--- src/rtl/opamp_pole_stream.sv ---
// opamp_pole_stream -- sampled-data op-amp macromodel.
//
// Takes a valid/ready stream of differential sample pairs (in_p, in_n),
// applies a power-of-two forward gain and a single dominant pole
// (alpha = 2^-SHIFT), and emits a saturated single-ended stream on y.
// Two register stages: stage 1 captures the scaled difference, stage 2
// runs the leaky integrator and the output saturator.
//
// Ports:
//   clk, rst        clock (rising edge), asynchronous active-high reset
//   clr             synchronous clear of filter state, pipeline and FSM
//   s_valid/s_ready input handshake; in_p, in_n signed DW-bit samples
//   m_valid/m_ready output handshake; y signed DW-bit filtered output
//   settled         SETTLE_CNT outputs produced since reset/clr
//
// Build option OPA_SAT_STATUS_EN adds:
//   sat             y currently holds a clamped value
//   sat_sticky      a clamp has occurred since reset/clr
module opamp_pole_stream #(
  parameter int DW         = 16,
  parameter int GAIN_LOG2  = 4,
  parameter int SHIFT      = 4,
  parameter int SETTLE_CNT = 64
) (
  input  logic                 clk,
  input  logic                 rst,
  input  logic                 clr,
  input  logic                 s_valid,
  output logic                 s_ready,
  input  logic signed [DW-1:0] in_p,
  input  logic signed [DW-1:0] in_n,
  output logic                 m_valid,
  input  logic                 m_ready,
  output logic signed [DW-1:0] y,
  output logic                 settled
`ifdef OPA_SAT_STATUS_EN
  ,
  output logic                 sat,
  output logic                 sat_sticky
`endif
);

  localparam int GW = DW + 1 + GAIN_LOG2;          // scaled difference width
  localparam int AW = DW + GAIN_LOG2 + SHIFT + 2;  // accumulator width
  localparam int CW = $clog2(SETTLE_CNT + 1);

  localparam logic [1:0] ST_IDLE     = 2'd0;
  localparam logic [1:0] ST_SETTLING = 2'd1;
  localparam logic [1:0] ST_TRACKING = 2'd2;

  localparam logic signed [AW-1:0] Y_MAX = {{(AW-DW+1){1'b0}}, {(DW-1){1'b1}}};
  localparam logic signed [AW-1:0] Y_MIN = {{(AW-DW+1){1'b1}}, {(DW-1){1'b0}}};

  logic                 en;
  logic                 accept;
  logic signed [DW:0]   diff;
  logic signed [GW-1:0] g_d, g_q;
  logic                 v1_d, v1_q;
  logic signed [AW-1:0] acc_d, acc_q;
  logic signed [AW-1:0] g_ext, acc_shr, acc_next, acc_out;
  logic                 clamp_hi, clamp_lo;
  logic signed [DW-1:0] y_sat, y_d, y_q;
  logic                 m_valid_d, m_valid_q;
  logic [1:0]           state_d, state_q;
  logic [CW-1:0]        cnt_d, cnt_q;
  logic                 settled_d, settled_q;
`ifdef OPA_SAT_STATUS_EN
  logic                 sat_d, sat_q;
  logic                 sticky_d, sticky_q;
`endif

  // Datapath: handshake, difference, leaky integrator, saturator.
  always_comb begin
    en      = !m_valid_q || m_ready;
    s_ready = en && !clr;
    accept  = s_valid && s_ready;
    // DW+1 bits hold any difference of two DW-bit signed values.
    diff    = {in_p[DW-1], in_p} - {in_n[DW-1], in_n};
    // Signed operands kept in separate signed variables so the shifts stay
    // arithmetic (floor toward -inf) instead of collapsing to logical.
    g_ext    = AW'(g_q);
    acc_shr  = acc_q >>> SHIFT;
    acc_next = acc_q + g_ext - acc_shr;
    acc_out  = acc_next >>> SHIFT;
    clamp_hi = acc_out > Y_MAX;
    clamp_lo = acc_out < Y_MIN;
    if (clamp_hi)      y_sat = Y_MAX[DW-1:0];
    else if (clamp_lo) y_sat = Y_MIN[DW-1:0];
    else               y_sat = acc_out[DW-1:0];
  end

  // Next-state logic for both stages and the settle FSM.
  always_comb begin
    // NOTE: every variable gets its hold value first so no path leaves one
    // unassigned -- that is what keeps always_comb from inferring latches.
    g_d       = g_q;
    v1_d      = v1_q;
    acc_d     = acc_q;
    y_d       = y_q;
    m_valid_d = m_valid_q;
    state_d   = state_q;
    cnt_d     = cnt_q;
    settled_d = settled_q;
`ifdef OPA_SAT_STATUS_EN
    sat_d     = sat_q;
    sticky_d  = sticky_q;
`endif
    if (clr) begin
      // clr wins over a stall: any pending output is dropped.
      g_d       = '0;
      v1_d      = 1'b0;
      acc_d     = '0;
      y_d       = '0;
      m_valid_d = 1'b0;
      state_d   = ST_IDLE;
      cnt_d     = '0;
      settled_d = 1'b0;
`ifdef OPA_SAT_STATUS_EN
      sat_d     = 1'b0;
      sticky_d  = 1'b0;
`endif
    end else if (en) begin
      v1_d = accept;
      if (accept) g_d = GW'(diff) <<< GAIN_LOG2;
      if (v1_q) begin
        acc_d     = acc_next;
        y_d       = y_sat;
        m_valid_d = 1'b1;
`ifdef OPA_SAT_STATUS_EN
        sat_d     = clamp_hi || clamp_lo;
        sticky_d  = sticky_q || clamp_hi || clamp_lo;
`endif
        // Counter holds the number of updates so far; the update that
        // brings it to SETTLE_CNT raises settled with that same output.
        if (state_q != ST_TRACKING) begin
          cnt_d = cnt_q + CW'(1);
          if (cnt_q == CW'(SETTLE_CNT - 1)) begin
            state_d   = ST_TRACKING;
            settled_d = 1'b1;
          end else begin
            state_d = ST_SETTLING;
          end
        end
      end else begin
        m_valid_d = 1'b0;
      end
    end
  end

  // NOTE: the accumulator and pipeline registers are reset along with the
  // control flops; a stale accumulator would leak into the first outputs.
  always_ff @(posedge clk or posedge rst) begin
    if (rst) begin
      g_q       <= '0;
      v1_q      <= 1'b0;
      acc_q     <= '0;
      y_q       <= '0;
      m_valid_q <= 1'b0;
      state_q   <= ST_IDLE;
      cnt_q     <= '0;
      settled_q <= 1'b0;
`ifdef OPA_SAT_STATUS_EN
      sat_q     <= 1'b0;
      sticky_q  <= 1'b0;
`endif
    end else begin
      // NOTE: non-blocking so every flop samples pre-edge values.
      g_q       <= g_d;
      v1_q      <= v1_d;
      acc_q     <= acc_d;
      y_q       <= y_d;
      m_valid_q <= m_valid_d;
      state_q   <= state_d;
      cnt_q     <= cnt_d;
      settled_q <= settled_d;
`ifdef OPA_SAT_STATUS_EN
      sat_q     <= sat_d;
      sticky_q  <= sticky_d;
`endif
    end
  end

  assign y       = y_q;
  assign m_valid = m_valid_q;
  assign settled = settled_q;
`ifdef OPA_SAT_STATUS_EN
  assign sat        = sat_q;
  assign sat_sticky = sticky_q;
`endif

endmodule
--- config.mk ---
export PLATFORM = sky130hd
export DESIGN_NAME = opamp_pole_stream
export DESIGN_NICKNAME = d
export VERILOG_FILES = /design/src/rtl/opamp_pole_stream.sv
export SDC_FILE = /design/constraint.sdc
export NUM_CORES = 1
export LEC_CHECK = 0
export ABC_CLOCK_PERIOD_IN_PS = 4050
export CORE_MARGIN = 8
export CORE_UTILIZATION = 27
export DETAILED_ROUTE_END_ITERATION = 8
export PLACE_DENSITY = 0.46
export SLEW_MARGIN = 20
export SYNTH_ARGS = -nofsm -noshare
export SYNTH_HDL_FRONTEND = slang
export SYNTH_SLANG_ARGS = --single-unit
--- constraint.sdc ---
create_clock -name clk -period 4.05 [get_ports clk]
set_input_delay 0.405 -clock clk [delete_from_list [all_inputs] [get_ports clk]]
set_output_delay 0.405 -clock clk [all_outputs]
set_load 0.005 [all_outputs]
==> flow_results.org <==
** Run status
- The run finished with clean final reports.

** Worst hold path
- Hold endpoint :: g_q[18]
- In this run the worst hold path is classified as reg2reg.
- Startpoint of the lowest-slack hold path :: g_q[18]
- Counting instances, the worst hold path has a depth of 2.

** Finish
- At the end of the flow, the number of nets in the layout was 820.
- Compared with the post-synthesis result, the final layout area differs by 23.5%.
- Area of combinational cells with multiple inputs :: 3490 sq um
- Antenna fix cells :: 0
- The post-route netlist has 9.60% of its cells at a drive strength greater than 1.
- Sequential cell area :: 1780 sq um
- Highest-count cells in the layout ignoring fill and taps :: 108 x sky130_fd_sc_hd__inv_1, 71 x sky130_fd_sc_hd__dfrtp_1, 60 x sky130_fd_sc_hd__nand2_1, 55 x sky130_fd_sc_hd__clkdlybuf4s50_1, 47 x sky130_fd_sc_hd__a21oi_1
- The library cell used most frequently in the layout, excluding fill and tap cells, is sky130_fd_sc_hd__inv_1.
- Final std cells w/o fill :: 994
- The layout has 2123 filler cells.

** Synthesis
- Cells taking the most area after synthesis :: sky130_fd_sc_hd__dfrtp_1 31%, sky130_fd_sc_hd__ha_1 10%, sky130_fd_sc_hd__fa_1 8.1%
- Top cell type by total area after synthesis :: sky130_fd_sc_hd__dfrtp_1
- Counting flops with a built-in enable in the synthesized netlist gives 0.
- Flop and latch count out of synthesis :: 71
- Yosys synthesis warning count :: 0
- Post-Synth Simple-Gate Area :: 13.9%
- Adder-cell area share of the yosys netlist :: 18.3%
- In the synthesized netlist the async set-or-reset flop fraction comes to 100%.
- Net count after synthesis :: 755
- The portion of synthesized area spent on multiplexers is 0.375%.
- Part of the Yosys area used for sequential elements :: 31.3%
- In this run the cell area of the synthesized design comes to 5670 sq um.
- By area, the combinational part of the netlist is dominated by compound AO/OA/AOI/OAI gates.
- Of the total synthesized cell area, the portion taken by XOR and XNOR cells is 5.23%.
- Count of different cell masters after synthesis :: 63
- The most used flip-flop cell after synthesis is sky130_fd_sc_hd__dfrtp_1.
- The synthesized design devotes to its leading area cell type 31.3% of total area.
- The synthesized netlist devotes 22.3% of its cell area to compound gates.
- Mean instance size in the synthesized netlist :: 8.74 sq um
- Synthesis produced a netlist whose cell count is 649.

** GRT
- The initial antenna violation count came to 0.
- The via count of the first global-routing pass came to 4598.
- The first global-routing pass estimated 23.8 mm of wire.
- Entering global routing, the biggest net connects 72 pins.
- GR Overflow Total :: 0
- Total track usage :: 11.4%

** Worst setup path
- Worst setup path startpoint :: acc_q[8]
- Together, buffers and inverters on the worst path number 2.
- Endpoint type of the worst setup path :: register
- Setup slack on the worst reg-to-reg path comes out at 0.11 ns.
- The largest single stage delay on the critical path is 0.44 ns.
- Maximum fanout encountered on the critical timing path :: 15
- The largest individual stage delay along the critical path comes from the cell sky130_fd_sc_hd__fa_1.
- Crit path max-delay family :: compound AO/OA/AOI/OAI gates
- Arrival time of the worst setup path :: 4.19 ns
- STA classifies the critical path startpoint as a register.
- The setup path with the least slack is of type reg2reg.
- The critical path goes through inv_1 > fa_1 > ha_2 > o211a_1 > o31ai_2 > a211o_1 > a211o_1 > a31oi_4 > a311oi_1 > xor2_1 > nor3_2 > a31oi_4 > buf_12 > o41ai_4.
- For the worst flop-to-flop path, the logic depth is 14.
- Worst reg2reg path startpoint :: acc_q[8]
- At the worst endpoint, the required time is 4.29 ns.
- The endpoint identified for the worst register-to-register timing path is y[0].

** STA
- Fin. Hold Viols :: 0
- At the pin with the least slew margin, the transition time is 0.943 ns.
- Max-slew violations :: 0
- In the final timing run, aggregate negative setup slack is 0 ns.
- Setup violations remaining at the end of the flow were counted as 0.
- Share of the clock period used by the worst path after layout :: 97.4%
- Clock period minus final worst setup slack :: 3.94 ns
- Clock skew after layout :: 0.00545 ns
- Headroom to the max-slew limit came out at 37.2%.
- F_max :: 254 MHz

** Routing
- The final layout contains routed wiring with a total length of 14.4 mm.
- Dividing the detail-routed via count by the number of cells gives 4.58.
- Overall via count from detail_route :: 4555
- For this block, the initial DRC count from the detailed router was 228.
- Detailed-route wire length per cell :: 14.5 um
- Detailed-routing iteration count for the pre-antenna-repair pass :: 6
- Post-route ant nets :: 0
- In the routed design, unresolved DRC markers number 0.

** Place
- During placement, the flow inserted port buffers numbering 55.
- Detail Placement HPWL :: 11.4 mm
- The congestion estimate from routability-driven global placement came to 0.870.
- Including well taps, the total number of placed cells is 975.

** Floorplanning
- Measured along the y axis, the die boundary spans 161 um.
- For this configuration, the core starts out at a cell density of 27.2%.
- Row generation in the floorplan step produced 53 rows.
- The die covers 25900 sq um.
- Number of ports placed on the die boundary :: 56
- From left edge to right edge, the die measures 161 um.
- Core area :: 20800 sq um

** Clock network
- Clock-pin slew was measured on the worst setup and hold paths at 0.06 ns.
- The tree is rooted in a sky130_fd_sc_hd__clkbuf_16.
- Clock tree synthesis inserted a total of 9 buffers.
- The number of hold buffers added after CTS was 0.
- TritonCTS built the clock tree.
- The clock tree synthesis step divided the H-tree into 3 levels.
- Clock latency on the worst-skew pair, taken at its later pin, is 0.34 ns.
- Clock Tree Buf Depth :: 2
- The clock drives 71 sinks.

** Job
- Number of maximum-capacitance constraint violations :: 0

** Power
- The analysis attributes to cell leakage a power of 3.33 nW.
- Overall power consumption after layout is estimated at 6.79 mW.
- In this run the power density over the cells is 969 nW/um^2.
- Maximum ir drop on the vdd rail :: 0.602 mV
## tightest hold or removal path, cell delays in order, from the launching register on
cell	delay, ns
sky130_fd_sc_hd__dfrtp_1	0.34
sky130_fd_sc_hd__nand2_1	0.05
sky130_fd_sc_hd__o21ai_0	0.06
## worst max path at each step
stage / endpoint / slack [ns] / cells past startpoint
after global routing: y[0] / -0.02 / 15
after global placement: y[0] / 0.21 / 15
after CTS: y[0] / 0.06 / 15
final: y[0] / 0.11 / 14
after detailed placement: y[0] / 0.07 / 15
after floorplan: y[4] / 0.47 / 15
## cells in the mapped netlist (2+ instances only)
| master | n |
|---|---|
| sky130_fd_sc_hd__a211oi_2 | 3 |
| sky130_fd_sc_hd__o21ai_0 | 38 |
| sky130_fd_sc_hd__nor2b_1 | 6 |
| sky130_fd_sc_hd__and2_1 | 7 |
| sky130_fd_sc_hd__fa_1 | 23 |
| sky130_fd_sc_hd__a211o_1 | 3 |
| sky130_fd_sc_hd__buf_1 | 4 |
| sky130_fd_sc_hd__a21o_1 | 30 |
| sky130_fd_sc_hd__or3_1 | 3 |
| sky130_fd_sc_hd__a311oi_1 | 2 |
| sky130_fd_sc_hd__nand3_1 | 15 |
| sky130_fd_sc_hd__nor3_1 | 9 |
| sky130_fd_sc_hd__clkbuf_1 | 11 |
| sky130_fd_sc_hd__a21boi_0 | 2 |
| sky130_fd_sc_hd__nand2b_1 | 5 |
| sky130_fd_sc_hd__a22oi_2 | 10 |
| sky130_fd_sc_hd__nand4_1 | 2 |
| sky130_fd_sc_hd__a31oi_1 | 7 |
| sky130_fd_sc_hd__o31ai_1 | 2 |
| sky130_fd_sc_hd__inv_1 | 109 |
| sky130_fd_sc_hd__xnor2_1 | 14 |
| sky130_fd_sc_hd__and3_1 | 5 |
| sky130_fd_sc_hd__o211ai_1 | 3 |
| sky130_fd_sc_hd__nor3b_1 | 2 |
| sky130_fd_sc_hd__dfrtp_1 | 71 |
| sky130_fd_sc_hd__nor2_1 | 40 |
| sky130_fd_sc_hd__buf_6 | 2 |
| sky130_fd_sc_hd__ha_1 | 46 |
| sky130_fd_sc_hd__o21bai_1 | 7 |
| sky130_fd_sc_hd__a22o_1 | 5 |
| sky130_fd_sc_hd__xor2_1 | 18 |
| sky130_fd_sc_hd__nand2_1 | 60 |
| sky130_fd_sc_hd__a21oi_1 | 48 |
| sky130_fd_sc_hd__nand3b_1 | 4 |
| sky130_fd_sc_hd__a22oi_1 | 5 |
## final cells by class
class,instances,share of cell area (%)
multi-input combinational,452,49.8
timing repair buffer,71,9.93
sequential,71,25.4
clock inverter,7,0.911
inverter,109,5.84
clock buffer,9,3.21
tap,275,4.91
## registers in the layout, summed over array words and instances, names as in the netlist
name     cells
g_q         17
y           16
acc_q       26
settled      1
state_q      2
cnt_q        7
v1_q         1
m_valid      1
## what timing repair did
item	CTS	global route
setup endpoints to repair	0	1
resized for setup	0	12
setup buffers	0	3
## metrics by stage
stage / setup slack, ns / utilization, % / hold slack, ns / instance area (sq um)
final: 0.107 / 33.7 / 0.477 / 7010
after global routing: -0.0151 / 33.7 / 0.500 / 7010
after detailed placement: 0.0675 / 31.8 / 0.469 / 6620
after global placement: 0.209 / 31.8 / 0.460 / 6620
after floorplan: 0.474 / - / 0.449 / 5670
after CTS: 0.0553 / 33.2 / 0.484 / 6910
## logic make-up after synthesis
family,after synthesis
AO/OA/AOI/OAI,181
XOR/XNOR,33
adder cells (fa/ha/maj),69
buffers and inverters,126
flip-flops,71
multiplexers,2
AND/OR/NAND/NOR,167
## power by group
part	switching, mW	internal, mW
registers	0.134	0.861
clock network	0.348	0.428
logic	2.90	2.11
total	3.39	3.40
## routing by layer
layer / up-vias / global-route usage, % / wire length, um
li1: 2332 / - / -
met1: 2110 / 15.7 / 7240
met2: 102 / 17.2 / 6370
met3: 11 / 2.20 / 622
met4: 0 / 4.25 / 188
met5: - / 0 / 0
Note: power is estimated with default switching activity, not from simulation.
